$ cat src/rtl/fp_pack_round.sv
// Normalize / round-to-nearest-even / pack stage for the binary32 FPU datapath.
// Normalizes one bit per cycle, then rounds and packs with a 4-bit status word.
module fp_pack_round (
  input  logic        clk,
  input  logic        rst,
  input  logic        start,
  input  logic        sign_in,
  input  logic [9:0]  exp_in,
  input  logic [47:0] mant_in,
  output logic        busy,
  output logic        done,
  output logic [31:0] data_out,
  output logic [3:0]  status_out
);

  typedef enum logic [1:0] {IDLE, NORM, ROUND} state_t;

  localparam logic [3:0] ST_ZERO  = 4'b1000;
  localparam logic [3:0] ST_OVF   = 4'b0101;
  localparam logic [3:0] ST_UNF   = 4'b0011;
  localparam logic [3:0] ST_EXACT = 4'b1000;
  localparam logic [3:0] ST_INEX  = 4'b0001;

  state_t             state_q, state_d;
  logic               sign_q, sign_d;
  logic signed [10:0] exp_q, exp_d;
  logic [47:0]        mant_q, mant_d;
  logic               sticky_q, sticky_d;
  logic               done_q, done_d;
  logic [31:0]        data_q, data_d;
  logic [3:0]         status_q, status_d;

  // Rounding fields, only meaningful in ROUND.
  logic               guard, sticky_all, lsb, round_up;
  logic [23:0]        frac_rnd;
  logic signed [10:0] exp_rnd;

  assign guard      = mant_q[22];
  assign sticky_all = (|mant_q[21:0]) | sticky_q;
  assign lsb        = mant_q[23];
  assign round_up   = guard & (sticky_all | lsb);
  assign frac_rnd   = {1'b0, mant_q[45:23]} + {23'b0, round_up};
  // A carry out of the fraction leaves frac_rnd[22:0] = 0 and bumps the exponent.
  assign exp_rnd    = exp_q + $signed({10'b0, frac_rnd[23]});

  // NOTE: every variable assigned here gets a default first, so no path can
  // leave one unassigned and infer a latch.
  always_comb begin
    state_d  = state_q;
    sign_d   = sign_q;
    exp_d    = exp_q;
    mant_d   = mant_q;
    sticky_d = sticky_q;
    done_d   = 1'b0;
    data_d   = data_q;
    status_d = status_q;

    case (state_q)
      IDLE: begin
        if (start) begin
          sign_d   = sign_in;
          exp_d    = {exp_in[9], exp_in};
          mant_d   = mant_in;
          sticky_d = 1'b0;
          state_d  = NORM;
        end
      end

      NORM: begin
        if (mant_q[47]) begin
          mant_d   = mant_q >> 1;
          sticky_d = sticky_q | mant_q[0];
          exp_d    = exp_q + 11'sd1;
        end else if ((mant_q != 48'h0) && !mant_q[46] && (exp_q > 11'sd0)) begin
          mant_d = mant_q << 1;
          exp_d  = exp_q - 11'sd1;
        end else begin
          state_d = ROUND;
        end
      end

      ROUND: begin
        done_d  = 1'b1;
        state_d = IDLE;
        if (mant_q == 48'h0) begin
          data_d   = {sign_q, 31'b0};
          status_d = ST_ZERO;
        end else if (exp_rnd >= 11'sd255) begin
          data_d   = {sign_q, 8'hFF, 23'b0};
          status_d = ST_OVF;
        end else if (exp_rnd <= 11'sd0) begin
          // Denormals flush to zero, matching the operand-unpack policy.
          data_d   = {sign_q, 31'b0};
          status_d = ST_UNF;
        end else begin
          data_d   = {sign_q, exp_rnd[7:0], frac_rnd[22:0]};
          status_d = (guard | sticky_all) ? ST_INEX : ST_EXACT;
        end
      end

      default: state_d = IDLE;
    endcase
  end

  // NOTE: state uses non-blocking assignments so every register samples the
  // pre-edge values regardless of statement order.
  always_ff @(posedge clk) begin
    if (rst) begin
      // NOTE: datapath registers are reset too, so an aborted operation
      // leaves no stale mantissa/exponent behind.
      state_q  <= IDLE;
      sign_q   <= 1'b0;
      exp_q    <= '0;
      mant_q   <= '0;
      sticky_q <= 1'b0;
      done_q   <= 1'b0;
      data_q   <= '0;
      status_q <= '0;
    end else begin
      state_q  <= state_d;
      sign_q   <= sign_d;
      exp_q    <= exp_d;
      mant_q   <= mant_d;
      sticky_q <= sticky_d;
      done_q   <= done_d;
      data_q   <= data_d;
      status_q <= status_d;
    end
  end

  assign busy       = (state_q == NORM) || (state_q == ROUND);
  assign done       = done_q;
  assign data_out   = data_q;
  assign status_out = status_q;

endmodule

$ cat config.mk
export PLATFORM = sky130hd
export DESIGN_NAME = fp_pack_round
export DESIGN_NICKNAME = d
export VERILOG_FILES = /design/src/rtl/fp_pack_round.sv
export SDC_FILE = /design/constraint.sdc
export NUM_CORES = 1
export LEC_CHECK = 0
export CELL_PAD_IN_SITES_DETAIL_PLACEMENT = 1
export CELL_PAD_IN_SITES_GLOBAL_PLACEMENT = 2
export CORE_MARGIN = 1
export CORE_UTILIZATION = 30
export DETAILED_ROUTE_END_ITERATION = 12
export PLACE_DENSITY = 0.82
export SYNTH_ARGS = -nofsm -noshare
export SYNTH_HDL_FRONTEND = slang
export SYNTH_SLANG_ARGS = --single-unit
export TNS_END_PERCENT = 10
$ cat constraint.sdc
create_clock -name clk -period 4.5 [get_ports clk]
set_input_delay 0.45 -clock clk [delete_from_list [all_inputs] [get_ports clk]]
set_output_delay 0.45 -clock clk [all_outputs]
set_load 0.1 [all_outputs]
* Word level (Yosys, flattened, before mapping) *
Cells that the tools add are included.

cells by class
  muxes and demuxes = 23
  multiply operators = 0
  add/subtract/negate cells = 4
  shifts and indexed selects = 0
  bitwise logic cells = 5
  reductions and logical operators = 14
  magnitude comparators = 3
  eq/ne operators = 7
  divide/modulo/power cells = 0

operators by type and width
  operator                 number
  $mux W48                 3
  $pmux W48 S2             1
  $mux W31                 3
  $logic_not A48 Y1        1
  $reduce_bool A48 Y1      1
  $mux W11                 3
  $add A23 B1 Y24          1
  $pmux W11 S2             1
  $reduce_or A22 Y1        1
  $mux W4                  4
  $add A11 B2 Y11          1
  $add A11 B2 Y11 const B  1
  $ge A11 B9 Y1 const B    1
  $gt A11 B1 Y1 const B    1
  $le A11 B1 Y1 const B    1
  $sub A11 B2 Y11 const B  1
  $reduce_and A3 Y1        3
  $ne A2 B2 Y1 const B     4
  $mux W2                  3
  $or A1 B1 Y1             4
  $pmux W2 S2              1
  $reduce_and A2 Y1        2
  $mux W1                  3
  $ne A3 B3 Y1 const B     1
  9 further kinds          10

word-level totals
  memories kept = 0
  bits in registers = 100
  memory bits (read-only) = 0
  memory bits (writable) = 0
  latch bits = 0
  word-level logic and storage cells = 65
  output and inout port bits = 38
  input bits = 62

* Depth between registers and ports, before layout *
  word-level depth = 10
  depth in mapped cells = 15
  depth with buffers taken out = 13

* Worst setup path after synthesis *
Ideal clock, no wire load.

  kind = register -> register
  from = register mant_q[28]
  to = register data_q[19] (netlist: data_out[19])
  setup time = 74 ps
  data arrival time = 3247 ps
  stages on the path, launching flop included = 16
  buffers on the path = 2
  clock period less this slack = 3321 ps
  required time = 4426 ps
  path slack = 1179 ps
  path through = dfxtp_1 > clkbuf_1 > and4_1 > nand3_1 > nor2_1 > nand4_1 > nor2_1 > ha_1 > ha_1 > and3_1 > nand4_1 > xor2_1 > nor3b_2 > nand3_1 > clkbuf_1 > o21ai_0

between the ends
  word-level cells in the longest chain between the ends = 6
  elaborated cells on any way between the ends = 8
  those cells by class = add/sub (2); order compare (2); mux (3); reduce/logical (1)

RTL lines
  item                    RTL line  source
  from (decl)             27        logic [47:0] mant_q, mant_d;
  from (signal assigned)  123       mant_q <= mant_d;
  $add A23 B1 Y24         42        assign frac_rnd = {1'b0, mant_q[45:23]} + {23'b0, round_up};
  $add A11 B2 Y11         44        assign exp_rnd = exp_q + $signed({10'b0, frac_rnd[23]});
  $le A11 B1 Y1           91        end else if (exp_rnd <= 11'sd0) begin
  $mux W31                91
  $mux W31                88        end else if (exp_rnd >= 11'sd255) begin
  $mux W31 *              85        if (mant_q == 48'h0) begin
  to (signal assigned)    126       data_q <= data_d;
  to (decl)               30        logic [31:0] data_q, data_d;

Every way passes the cells marked *; elsewhere a longest branch is shown, timed or not.
A chain may end at the register's enable or synchronous reset.

* Worst setup path in the final report *
  from = register mant_q[22]
  to = register data_q[12] (netlist: data_out[12])

between the ends
  word-level cells in the longest chain between the ends = 7
  elaborated cells on any way between the ends = 9
  those cells by class = add/sub (2); order compare (2); mux (3); bitwise (1); reduce/logical (1)

RTL lines
  item             RTL line  source
  $and A1 B1 Y1    41        assign round_up = guard & (sticky_all | lsb);
  $add A23 B1 Y24  42
  $add A11 B2 Y11  44
  $le A11 B1 Y1    91
  $mux W31         91
  $mux W31         88
  $mux W31 *       85

Marked as above.

==> run metrics <==
status completed; cell count after placement between 900 and 1,000; worst setup path startpoint mant_q[22]$_SDFFE_PP0P_; vias in the first global route approximately 5,400; Area Growth Syn to Fin 25.1%; maximum clock path buffer count 2; Final Max Tran Viols 0; R2R setup slack a little under 0.6 ns; Ys Warns 0; Synth Instances 670; fin cells 964; top cell type's share of synthesized area between 30 and 40%; Crit Path Category register to register; layout cells sized above 1 4.63%; Place WS 0.635 ns; Antenna diodes 0; Post-synth EDFFs 0; fillers between 2,000 and 2,500; pwr/cell area 692 nW/µm²; Final #Nets 810; Rows 49; Clock Latency Late Sink about 0.36 ns; Post-synth top flop dfxtp_1; CTS tree yes; Vias/cell roughly 5.6; post-layout min period a little under 4 ns; Final TNS setup 0 ns; Boundary Pins 100; clk sinks 100; relative slew slack around 22%; Reg clk slew, reported paths roughly 0.070 ns; DRC 0; PortBufs 99; first-pass GRT wire length roughly 28,000 µm; Hold Path Class register to register; Fmax 0.256 GHz; Avg WL per Cell ~18 µm; worst r2r path cells 14; cts repair resizes 0; Die ar. roughly 19,000 µm²; Num CTS Buffers 9; Final Cycle Share 86.8%; Worst Path Arrival about 4.2 ns; die width roughly 140 µm; Setup violations, final 0; fin worst setup slack between 0.5 and 0.6 ns; GP Congestion 0.847; CP Capture Type register; Die Height about 140 µm; worst endpoint required time 4.78 ns; final hold violations 0; Initial Util 30.8%; crit start category register; drt total wl ~18,000 µm; largest net degree at the start of global routing 69; static leakage between 0.002 and 0.003 µW; largest area contributor in the synthesized netlist dfxtp_1; register area share after synthesis between 30 and 40%; detailed placer's ending HPWL 12,300 µm; asr flop ratio synth 0%; unrepaired setup endpoints after global routing no; top cells by area, synth dfxtp_1 36%, a211oi_1 7.7%, nor2_1 5.6%; GRT overflow 0; flops & latches, synth 100; Overall Global Routing Usage 18.4%; synth unique cells 55; core outline area roughly 18,000 µm²; synthesized net count 750; CP max FO 23; Synth Cell Area approximately 5600 µm²; DRT Pass-1 Iters 5; max_cap viols 0; worst r2r src mant_q[22]$_SDFFE_PP0P_; critical path capture point data_out[12]$_SDFFE_PP0P_; Final ANT Viol Nets 0; initial DRC count a little under 400; R2R Path End data_out[12]$_SDFFE_PP0P_; Worst-Margin Slew ~1.2 ns; Root Buffer clkbuf_16; cts hold-fix bufs 0; initial antenna violation count 0; IR drop worst, VDD between 200 and 300 µV; Synth Area per Inst 8.29 µm²; H-tree levels 3; Clock Skew between 0.01 and 0.015 ns; Post CTS Setup Buffer Count 0; Vias around 5,400
report_power, final:
part           total (µW)  switching, µW  internal (µW)
Sequential           1500            367           1140
Combinational        2550           1600            950
Clock                 756            350            406
Total                4810           2320           2490
placed cells by master, fill, tap and decap left out, drive strengths merged, types with 3 or more instances in the layout:
| cell | n |
|---|---|
| dfxtp | 100 |
| nand2b | 6 |
| a311oi | 4 |
| o21ai | 37 |
| a22o | 5 |
| a222oi | 15 |
| nand4 | 9 |
| clkinv | 3 |
| a21oi | 12 |
| xnor2 | 15 |
| a221oi | 30 |
| nand3 | 17 |
| nand2 | 56 |
| nor3b | 3 |
| a21boi | 3 |
| nor3 | 10 |
| a31oi | 5 |
| nor2b | 4 |
| ha | 17 |
| and3 | 39 |
| clkbuf | 13 |
| clkdlybuf4s50 | 98 |
| xor2 | 20 |
| nor4 | 15 |
| and4 | 4 |
| a211oi | 57 |
| inv | 5 |
| mux2i | 12 |
| nor2 | 83 |
| buf | 11 |
cell type report:
type | instances | area [µm²] | share of cell area [%]
Sequential cell | 100 | 2000 | 28.8
Clock inverter | 3 | 21.3 | 0.306
Inverter | 6 | 22.5 | 0.324
Multi-Input combinational cell | 504 | 3290 | 47.4
Clock buffer | 13 | 260 | 3.75
Tap cell | 229 | 287 | 4.12
Timing Repair Buffer | 109 | 1060 | 15.3
cells by family (layout without fill, tap and decap cells):
logic type | Yosys count | in the layout | share of synthesized area [%]
adder cells (fa/ha/maj) | 18 | 18 | 4.19
multiplexers | 12 | 12 | 2.16
AO/OA/AOI/OAI | 185 | 185 | 24.7
flip-flops | 100 | 100 | 36.0
XOR/XNOR | 35 | 35 | 5.52
AND/OR/NAND/NOR | 254 | 254 | 22.5
buffers and inverters | 66 | 131 | 4.84
synth_stat cells (9+ instances only):
cell,instances
nor2_1,83
xnor2_1,15
buf_2,11
nor4_1,14
nand2_1,56
o21ai_0,28
nand4_1,9
xor2_1,20
ha_1,17
dfxtp_1,100
a211oi_1,57
o21ai_1,9
nand3_1,17
a222oi_1,15
clkbuf_1,45
a221oi_1,30
a21oi_1,12
nor3_1,10
and3_1,39
mux2i_1,12
layer usage:
layer  part of all wire (%)  up-vias  GRT usage (%)
met1                     46     2579           23.5
met2                     47      154           30.5
li1                       -     2632              -
met5                      0        -              0
met3                    4.4       32           2.70
met4                    2.8        0           8.16
worst max-delay path, stage by stage (launching register included):
cell and delay (ns):
dfxtp_1 0.47, and3_1 0.23, nand4_1 0.22, nor2_1 0.45, nand4_1 0.22, nor2_1 0.19, ha_1 0.18, ha_1 0.26
and3_1 0.21, nand4_1 0.11, xor2_1 0.28, nor3b_2 0.46, nand3_1 0.12, buf_4 0.24, o21ai_0 0.18
metrics by stage:
| stage | total power (µW) | hold WS (ns) | cell area (µm²) | utilization [%] |
|---|---|---|---|---|
| finish | 4810 | 0.446 | 6950 | 38.5 |
| detailed placement | 4070 | 0.440 | 6670 | 37.0 |
| global placement | 3960 | 0.436 | 6670 | 37.0 |
| global route | 5170 | 0.473 | 6950 | 38.5 |
| floorplan | 3440 | 0.436 | 5550 | - |
| CTS | 4840 | 0.449 | 6950 | 38.5 |
state kept, by name, indices dropped and copies added (netlist names):
register and count:
mant_q 48, status_out 4, sticky_q 1, sign_q 1, exp_q 11, done 1, data_out 32, state_q 2
worst min path at each step:
stage / start / endpoint / slack (ns) / cells past startpoint
floorplan: sign_q$_SDFFE_PP0P_ / sign_q$_SDFFE_PP0P_ / 0.44 / 2
global placement: data_out[11]$_SDFFE_PP0P_ / data_out[11]$_SDFFE_PP0P_ / 0.44 / 2
detailed placement: data_out[23]$_SDFFE_PP0P_ / data_out[23]$_SDFFE_PP0P_ / 0.44 / 2
CTS: data_out[23]$_SDFFE_PP0P_ / data_out[23]$_SDFFE_PP0P_ / 0.45 / 2
global route: data_out[23]$_SDFFE_PP0P_ / data_out[23]$_SDFFE_PP0P_ / 0.47 / 2
finish: data_out[23]$_SDFFE_PP0P_ / data_out[23]$_SDFFE_PP0P_ / 0.45 / 2
Power figures use the tool's default switching activity.
